File: src/rtl/fifo_pkg.sv
// Shared definitions for the single-clock FIFO (sync_fifo_param) and its
// storage array (fifo_mem_2p).
//   DEF_DATA_WIDTH / DEF_DEPTH : default geometry used by both modules.
//   count_width()              : width of an occupancy counter holding 0..depth.
//   ptr_t                      : pointer index type for the default depth.
package fifo_pkg;

    localparam int DEF_DATA_WIDTH = 8;
    localparam int DEF_DEPTH      = 8;

    // Occupancy ranges over 0..depth inclusive, so it needs one bit more
    // than the pointer index.
    function automatic int count_width(input int depth);
        return $clog2(depth) + 1;
    endfunction

    typedef logic [$clog2(DEF_DEPTH)-1:0] ptr_t;

endpackage

File: src/rtl/fifo_mem_2p.sv
// Register-array memory with one synchronous write port and one read port.
// Macro SYNC_FIFO_FWFT_EN: when defined the read port is combinational
// (rd_data = mem[rd_addr]); otherwise rd_data is a register loaded on rd_en
// and cleared by reset.
// Ports:
//   clk      : clock, rising edge
//   rst_n    : synchronous active-low reset of the read register (registered mode only)
//   rd_en    : load the read register from mem[rd_addr] (registered mode only)
//   wr_en    : write wr_data into mem[wr_addr]
//   wr_addr  : write index
//   wr_data  : write data
//   rd_addr  : read index
//   rd_data  : read data
module fifo_mem_2p
    import fifo_pkg::*;
#(
    parameter int DATA_WIDTH = DEF_DATA_WIDTH,
    parameter int DEPTH      = DEF_DEPTH,
    parameter int ADDR_WIDTH = $clog2(DEPTH)
) (
    input  logic                  clk,
`ifndef SYNC_FIFO_FWFT_EN
    input  logic                  rst_n,
    input  logic                  rd_en,
`endif
    input  logic                  wr_en,
    input  logic [ADDR_WIDTH-1:0] wr_addr,
    input  logic [DATA_WIDTH-1:0] wr_data,
    input  logic [ADDR_WIDTH-1:0] rd_addr,
    output logic [DATA_WIDTH-1:0] rd_data
);

    // Storage is deliberately not reset.
    logic [DATA_WIDTH-1:0] mem_q [DEPTH];

    always_ff @(posedge clk) begin
        if (wr_en) begin
            mem_q[wr_addr] <= wr_data;
        end
    end

`ifdef SYNC_FIFO_FWFT_EN
    assign rd_data = mem_q[rd_addr];
`else
    logic [DATA_WIDTH-1:0] rd_data_q;
    logic [DATA_WIDTH-1:0] rd_data_d;

    // Reading and writing the same index on one edge returns the old word,
    // since the array update and this load both see pre-edge contents.
    always_comb begin
        rd_data_d = rd_data_q;
        if (rd_en) begin
            rd_data_d = mem_q[rd_addr];
        end
    end

    always_ff @(posedge clk) begin
        if (!rst_n) begin
            rd_data_q <= '0;
        end else begin
            rd_data_q <= rd_data_d;
        end
    end

    assign rd_data = rd_data_q;
`endif

endmodule

File: src/rtl/sync_fifo_param.sv
// Single-clock parametrised FIFO with occupancy count, programmable
// almost-full / almost-empty flags and overflow / underflow pulses.
// Macro SYNC_FIFO_FWFT_EN: when defined, first-word-fall-through (data_out
// shows the head word while non-empty, rd_en pops it); otherwise data_out is
// registered with 1-cycle read latency.
// Ports:
//   clk          : clock, rising edge
//   rst_n        : synchronous active-low reset
//   wr_en        : write request
//   data_in      : write data
//   rd_en        : read request
//   data_out     : read data
//   full         : count == DEPTH
//   empty        : count == 0
//   almost_full  : count >= AFULL_THRESH
//   almost_empty : count <= AEMPTY_THRESH
//   count        : occupancy 0..DEPTH
//   overflow     : one-cycle pulse for a rejected write
//   underflow    : one-cycle pulse for a rejected read
module sync_fifo_param
    import fifo_pkg::*;
#(
    parameter  int DATA_WIDTH    = DEF_DATA_WIDTH,
    parameter  int DEPTH         = DEF_DEPTH,
    localparam int ADDR_WIDTH    = $clog2(DEPTH),
    parameter  int AFULL_THRESH  = DEPTH - 2,
    parameter  int AEMPTY_THRESH = 1
) (
    input  logic                            clk,
    input  logic                            rst_n,
    input  logic                            wr_en,
    input  logic [DATA_WIDTH-1:0]           data_in,
    input  logic                            rd_en,
    output logic [DATA_WIDTH-1:0]           data_out,
    output logic                            full,
    output logic                            empty,
    output logic                            almost_full,
    output logic                            almost_empty,
    output logic [count_width(DEPTH)-1:0]   count,
    output logic                            overflow,
    output logic                            underflow
);

    localparam int CNT_W = count_width(DEPTH);

    logic [ADDR_WIDTH-1:0] wr_ptr_q, wr_ptr_d;
    logic [ADDR_WIDTH-1:0] rd_ptr_q, rd_ptr_d;
    logic [CNT_W-1:0]      count_q, count_d;
    logic                  overflow_q, overflow_d;
    logic                  underflow_q, underflow_d;
    logic                  wr_acc, rd_acc;
    logic [DATA_WIDTH-1:0] mem_rd_data;

    // Flags decode the registered count directly.
    assign empty        = (count_q == '0);
    assign full         = (count_q == CNT_W'(DEPTH));
    assign almost_full  = (count_q >= CNT_W'(AFULL_THRESH));
    assign almost_empty = (count_q <= CNT_W'(AEMPTY_THRESH));
    assign count        = count_q;
    assign overflow     = overflow_q;
    assign underflow    = underflow_q;

    // A write into a full FIFO is still taken when a read frees a slot on
    // the same edge; a read of an empty FIFO is never rescued by a write.
    always_comb begin
        rd_acc      = rd_en && !empty;
        wr_acc      = wr_en && (!full || rd_acc);
        wr_ptr_d    = wr_ptr_q + ADDR_WIDTH'(wr_acc);
        rd_ptr_d    = rd_ptr_q + ADDR_WIDTH'(rd_acc);
        count_d     = count_q + CNT_W'(wr_acc) - CNT_W'(rd_acc);
        overflow_d  = wr_en && !wr_acc;
        underflow_d = rd_en && !rd_acc;
    end

    always_ff @(posedge clk) begin
        if (!rst_n) begin
            wr_ptr_q    <= '0;
            rd_ptr_q    <= '0;
            count_q     <= '0;
            overflow_q  <= 1'b0;
            underflow_q <= 1'b0;
        end else begin
            wr_ptr_q    <= wr_ptr_d;
            rd_ptr_q    <= rd_ptr_d;
            count_q     <= count_d;
            overflow_q  <= overflow_d;
            underflow_q <= underflow_d;
        end
    end

    fifo_mem_2p #(
        .DATA_WIDTH (DATA_WIDTH),
        .DEPTH      (DEPTH),
        .ADDR_WIDTH (ADDR_WIDTH)
    ) u_mem (
        .clk     (clk),
`ifndef SYNC_FIFO_FWFT_EN
        .rst_n   (rst_n),
        .rd_en   (rd_acc),
`endif
        .wr_en   (wr_acc),
        .wr_addr (wr_ptr_q),
        .wr_data (data_in),
        .rd_addr (rd_ptr_q),
        .rd_data (mem_rd_data)
    );

`ifdef SYNC_FIFO_FWFT_EN
    // While empty, the slot at rd_ptr holds stale data, so present the last
    // popped head word instead.
    logic [DATA_WIDTH-1:0] last_head_q, last_head_d;

    always_comb begin
        last_head_d = last_head_q;
        if (rd_acc) begin
            last_head_d = mem_rd_data;
        end
    end

    always_ff @(posedge clk) begin
        if (!rst_n) begin
            last_head_q <= '0;
        end else begin
            last_head_q <= last_head_d;
        end
    end

    assign data_out = empty ? last_head_q : mem_rd_data;
`else
    assign data_out = mem_rd_data;
`endif

endmodule
File: config.mk
export PLATFORM = sky130hd
export DESIGN_NAME = sync_fifo_param
export DESIGN_NICKNAME = d
export VERILOG_FILES = /design/src/rtl/fifo_pkg.sv /design/src/rtl/fifo_mem_2p.sv /design/src/rtl/sync_fifo_param.sv
export SDC_FILE = /design/constraint.sdc
export NUM_CORES = 1
export LEC_CHECK = 0
export CAP_MARGIN = 30
export CORE_MARGIN = 2
export CORE_UTILIZATION = 40
export DETAILED_ROUTE_END_ITERATION = 10
export PLACE_DENSITY = 0.65
export SLEW_MARGIN = 20
export SYNTH_ARGS = -nofsm -noshare
export SYNTH_HDL_FRONTEND = slang
export SYNTH_SLANG_ARGS = --single-unit
File: constraint.sdc
create_clock -name clk -period 2.98 [get_ports clk]
set_clock_uncertainty 0.2 [all_clocks]
set_input_delay 0.596 -clock clk [delete_from_list [all_inputs] [get_ports clk]]
set_output_delay 0.596 -clock clk [all_outputs]
set_load 0.05 [all_outputs]
Word-level counts from Yosys, hierarchy flattened
Memory sizes are Yosys's and may differ from the RTL's. A register that Yosys moved wholly into a read port is not among the register bits. Cells that the tools add are included.

Register bits: 12. RAM bits: 64. Input port bits: 12. Output and inout bits: 18. Logic and storage cells: 26. Memories kept: 1.

Memories: u_mem.mem_q (words 8, width 8, rd ports 1, clocked after memory_dff 1, write ports 1, RTL line fifo_mem_2p.sv:34) `logic [DATA_WIDTH-1:0] mem_q [DEPTH];`.

Add/subtract/negate cells: 4. Order comparisons: 2. Equality and inequality tests: 1. Mux-type cells: 2. Reduce and logical (&&, ||, !) cells: 11.

Operator list (count): 3-bit by 1-bit adder with 3-bit output (2); 1-bit logical NOT (5); 4-bit by 1-bit adder with 4-bit output (1); 4-bit equality test, second input constant (1); 4-bit by 3-bit >= comparator with 1-bit output, second input constant (1); 4-bit by 1-bit <= comparator with 1-bit output, second input constant (1); 1-bit logical AND (4); 4-bit logical NOT (1); 4-bit by 1-bit subtractor with 4-bit output (1); 1-bit two-way mux (2); 1-bit logical OR (1).

Logic depth before layout (Yosys ltp)
Depth in word-level cells: 7. Depth in mapped cells: 11. Mapped depth without buffers: 11.

Hierarchy
From an unflattened synthesis, not the netlist that was laid out.

Cells, all modules: 221. Area total of the unflattened synthesis: 3425.8 um^2.

By module, submodules not included: fifo_mem_2p (instances 1, cells each 160, area an instance 2788.9 um^2, sequential area each 2082.0 um^2); sync_fifo_param (instances 1, cells each 61, area an instance 636.9 um^2, sequential area each 240.2 um^2).

Worst setup path before layout
No wires, ideal clock.

Path kind: register -> register. Start: reg count_q[3] (netlist: count[3]). End: reg count_q[3] (netlist: count[3]). Setup time: 0.115 ns. Data arrival time: 3.279 ns. Data required time: 2.665 ns. Slack: -0.614 ns. Stages on the path, launching flop included: 10. Path buffers: 0. Period minus slack after synthesis: 3.594 ns. Path through: dfxtp_1 > ha_1 > nor3b_1 > o22ai_1 > a21o_1 > ha_1 > a21o_1 > a21oi_1 > xor2_1 > and2_1.

Elaborated cells on any way between the ends: 9. Those cells by class: add/sub (2); eq/ne (1); reduce/logical (6).

RTL lines: start, declared (RTL line sync_fifo_param.sv:48) `logic [CNT_W-1:0] count_q, count_d;`; start signal, assigned (RTL line sync_fifo_param.sv:85) `count_q <= count_d;`; 4-bit equality test (RTL line sync_fifo_param.sv:56) `assign full = (count_q == CNT_W'(DEPTH));`; via full (RTL line sync_fifo_param.sv:35) `output logic full,`; 1-bit logical NOT (RTL line sync_fifo_param.sv:67) `wr_acc = wr_en && (!full || rd_acc);`; 1-bit logical OR (RTL line sync_fifo_param.sv:67); 1-bit logical AND (RTL line sync_fifo_param.sv:67); 4-bit by 1-bit adder with 4-bit output (RTL line sync_fifo_param.sv:70) `count_d = count_q + CNT_W'(wr_acc) - CNT_W'(rd_acc);`; 4-bit by 1-bit subtractor with 4-bit output (RTL line sync_fifo_param.sv:70).

The timed path passes the listed nets, and every way through them passes these cells. A chain may end at the register's enable or synchronous reset.

Worst setup path after layout
Start: reg count_q[2] (netlist: count[2]). End: out almost_empty.

Longest elaborated chain between the ends: 1.

RTL lines: 4-bit by 1-bit <= comparator with 1-bit output (RTL line sync_fifo_param.sv:58) `assign almost_empty = (count_q <= CNT_W'(AEMPTY_THRESH));`; end, declared (RTL line sync_fifo_param.sv:38) `output logic almost_empty,`.

No other way between the ends.

==> results by group <==
Run status
  • Outcome: completed

Placement
  • Detailed-placement wirelength estimate: between 4 and 5 mm
  • Port Buf Inserts: 29
  • Final RePlAce weighted congestion: 0.715

Worst setup path
  • Family with the most delay on the worst path: buffers and inverters
  • Critical Path Start: count[2]
  • Cell-by-cell trace of the critical path: inv_1 > ha_1 > a21oi_1 > a21oi_1 > clkdlybuf4s50_1
  • Worst-case reg-to-reg path depth: 11
  • Total number of cells along the worst setup path: 5
  • Arrival time worst endpoint: 2.05 ns
  • Launching element type of the critical path: flop
  • Critical path buffers and inverters: 2
  • Most common cell type on the critical path: sky130_fd_sc_hd__a21oi_1
  • Setup crit end kind: output pin
  • Worst setup path class: reg2out
  • Origin of the critical flop-to-flop path: count[2]
  • Required arrival time at the worst endpoint: between 2 and 2.5 ns
  • Critical-path maximum fanout: 4
  • Master of the slowest instance on the critical path: sky130_fd_sc_hd__clkdlybuf4s50_1
  • Critical path's largest stage delay: around 0.81 ns
  • Termination of the worst setup path: almost_empty
  • Critical register-to-register path endpoint: count[2]
  • Flop2flop setup slack: ~0.4 ns

Cells and area
  • Layout area overhead: 19.6%
  • Fraction of layout instances using a drive strength above 1: 0.127
  • Fill cell instance count of the final layout: roughly 730
  • Count of nets after finishing: approximately 290
  • Diodes inserted: 0
  • Total area of sequential cells: 2320 um2
  • Area of the multi-input gates: 1010 um2

Clock network
  • Sink Count: 84
  • Clock latency on the worst-skew pair: 0.34 ns
  • Count of hold buffers inserted by post-cts repair: 0
  • CTS tree: yes
  • Post-CTS Repair Setup Buffers: 0
  • Cell at the root of the clock tree: sky130_fd_sc_hd__clkbuf_8
  • Deepest level of the CTS H-tree: 3
  • Number of buffers created by CTS: 9
  • Clock slew at the register clock pins of the worst setup and hold paths: 0.08 ns
  • Largest buffer count on any clock path: 2

STA
  • Post-route fraction of the period consumed by the critical path: 0.954
  • Crit path time final: 2.84 ns
  • Hold Fails Final Rpt: 0
  • Max Clk Rate: 0.352 GHz
  • Number of max-slew violations in the final report: 0
  • Remaining max-slew budget at the tightest pin: 0.434
  • Setup repair after global routing missed its margin: no
  • Total negative slack: 0 ns
  • Final setup viols: 0
  • Transition time of the tightest slew-check pin: approximately 0.85 ns

Logic synthesis
  • Number of register bits inferred by synthesis: 84
  • Synthesized area divided by synthesized cell count: 14.8 um2
  • Most area-hungry cell type in the Yosys netlist: sky130_fd_sc_hd__edfxtp_1
  • Sequential share of the synthesized area: 0.681
  • Number of enable-type register cells in the synthesized netlist: 64
  • Synthesized Nets: 254
  • Main synth FF type: sky130_fd_sc_hd__edfxtp_1
  • Async set-reset flop share out of synthesis: 0
  • Yosys warnings: 0
  • Post-Synthesis Cells: 230
  • Synthesized area: 3410 um2
  • Unique masters post-synth: 32
  • Synth top area cells: sky130_fd_sc_hd__edfxtp_1, sky130_fd_sc_hd__dfxtp_1, sky130_fd_sc_hd__mux2i_1
  • Fraction of post-synthesis cell area in the top cell type by area: 0.563

Flow run
  • MaxCap Viol Count: 0

Power
  • Worst vdd ir: 0.746 mV
  • Power consumption: around 3600 uW
  • Total power density per cell area: 885 nW/um2
  • Leakage power: 0.00146 uW

Route
  • DRC violation count after routing: 0
  • Sum of routed wire length over all layers: 6.44 mm
  • Met2 Wirelength: ~3 mm
  • Drt via density: 5.11
  • Top layer reached by signal wires: met4
  • Post-route ant nets: 0
  • Metal3 WL: 232 um
  • WL/cell: 16.9 um
  • Number of optimization iterations in the first detailed-route pass: 4
  • Detailed Route Iter0 Violations: 82
  • Metal1 wirelength: approximately 3.1 mm
  • Vias post-DR: 1,940

Global route
  • Overall Global Routing Usage: 0.146
  • Total congestion overflow after global routing: 0
  • Initial antenna violation count: 0
  • Vias in the first global route: 1,811
  • Pin count of the biggest net entering global routing: 35
  • First-pass GRT wire length: between 9 and 10 mm

Floorplanning
  • Die Span Y: approximately 96 um
  • Row count: 33
  • Area enclosed by the die boundary: 9290 um2
  • Starting density of the core: 0.413
  • Core box area: between 8000 and 9000 um2
  • Die width: 96.4 um
  • Io pins: 30

Min path
  • Worst hold path class: reg2reg
-- power by group --
group	internal [uW]	switching [uW]	leakage, uW
clock network	406	379	0.0000991
logic	518	720	0.000612
registers	1400	187	0.000745
-- flip-flops by register name, summed over array words and instances, names as in the netlist --
signal / count
count: 4
wr_ptr_q: 3
underflow: 1
u_mem.mem_q: 64
overflow: 1
u_mem.rd_data: 8
rd_ptr_q: 3
-- cells in the mapped netlist (2+ instances only) --
cell                       instances
sky130_fd_sc_hd__nor3b_1           3
sky130_fd_sc_hd__edfxtp_1         64
sky130_fd_sc_hd__inv_1             8
sky130_fd_sc_hd__nand2b_1          2
sky130_fd_sc_hd__a31oi_1           7
sky130_fd_sc_hd__and3_1            2
sky130_fd_sc_hd__and2_1           10
sky130_fd_sc_hd__a21oi_1           5
sky130_fd_sc_hd__buf_4             2
sky130_fd_sc_hd__a22oi_1           7
sky130_fd_sc_hd__nand2_1           9
sky130_fd_sc_hd__a21o_1            2
sky130_fd_sc_hd__a32o_1            8
sky130_fd_sc_hd__nor2_1            4
sky130_fd_sc_hd__a211oi_1          8
sky130_fd_sc_hd__nor2b_1          10
sky130_fd_sc_hd__mux2i_1          24
sky130_fd_sc_hd__ha_1             11
sky130_fd_sc_hd__nor3_1            3
sky130_fd_sc_hd__dfxtp_1          20
sky130_fd_sc_hd__xor2_1            3
sky130_fd_sc_hd__clkbuf_1          4
sky130_fd_sc_hd__buf_2             5
-- final cells by class --
class | instances | area share
Sequential cell | 84 | 0.569
Timing Repair Buffer | 42 | 0.0951
Inverter | 8 | 0.00736
Clock inverter | 5 | 0.0129
Clock buffer | 11 | 0.0347
Multi-Input combinational cell | 125 | 0.248
Tap cell | 105 | 0.0322
-- cell families after synthesis --
kind of cell / share of synthesized area
XOR/XNOR: 0.0103
adder cells (fa/ha/maj): 0.0462
multiplexers: 0.0704
buffers and inverters: 0.0293
flip-flops: 0.681
AO/OA/AOI/OAI: 0.0829
AND/OR/NAND/NOR: 0.0803
-- placed cells by master (no fill, tap or decap), types with 2 or more instances in the layout --
master,count
sky130_fd_sc_hd__a211oi_1,8
sky130_fd_sc_hd__a21o_1,2
sky130_fd_sc_hd__a21oi_1,5
sky130_fd_sc_hd__a22oi_1,7
sky130_fd_sc_hd__a31oi_1,7
sky130_fd_sc_hd__a32o_1,8
sky130_fd_sc_hd__and2_1,10
sky130_fd_sc_hd__and3_1,2
sky130_fd_sc_hd__buf_4,14
sky130_fd_sc_hd__clkbuf_8,10
sky130_fd_sc_hd__clkdlybuf4s50_1,27
sky130_fd_sc_hd__clkinv_2,3
sky130_fd_sc_hd__dfxtp_1,19
sky130_fd_sc_hd__edfxtp_1,64
sky130_fd_sc_hd__ha_1,11
sky130_fd_sc_hd__inv_1,8
sky130_fd_sc_hd__mux2i_1,24
sky130_fd_sc_hd__nand2_1,9
sky130_fd_sc_hd__nand2b_1,2
sky130_fd_sc_hd__nor2_1,4
sky130_fd_sc_hd__nor2b_1,10
sky130_fd_sc_hd__nor3_1,3
sky130_fd_sc_hd__nor3b_1,2
sky130_fd_sc_hd__xor2_1,3
-- worst min path at each step --
stage	from	endpoint	cells past startpoint
after detailed placement	u_mem.rd_data[6]	u_mem.rd_data[6]	1
final	u_mem.rd_data[1]	u_mem.rd_data[1]	1
after CTS	u_mem.rd_data[6]	u_mem.rd_data[6]	1
after floorplan	rd_ptr_q[0]	rd_ptr_q[0]	2
after global routing	u_mem.rd_data[6]	u_mem.rd_data[6]	1
after global placement	u_mem.rd_data[1]	u_mem.rd_data[1]	1
-- per-stage QoR --
| step | setup slack, ns | utilization | area (um2) | cells | hold slack, ns |
|---|---|---|---|---|---|
| after floorplan | 0.0108 | - | 3430 | 230 | 0.352 |
| after global placement | 0.273 | 0.470 | 3880 | 364 | 0.257 |
| after detailed placement | 0.225 | 0.470 | 3880 | 364 | 0.265 |
| after CTS | 0.0689 | 0.494 | 4080 | 380 | 0.283 |
| after global routing | 0.0365 | 0.494 | 4080 | 380 | 0.304 |
| final | 0.136 | 0.494 | 4080 | 380 | 0.274 |
-- metal layers --
layer | GRT usage | up-vias
met1 | 0.204 | 948
met3 | 0.0196 | 11
li1 | - | 944
met5 | 0 | -
met4 | 0.0610 | 0
met2 | 0.229 | 37
-- what timing repair did --
item	in CTS	in global routing
hold endpoints to repair	0	0
resized for setup	0	1
setup endpoints to repair	0	1
No activity file was read; power rests on OpenSTA's default activity.
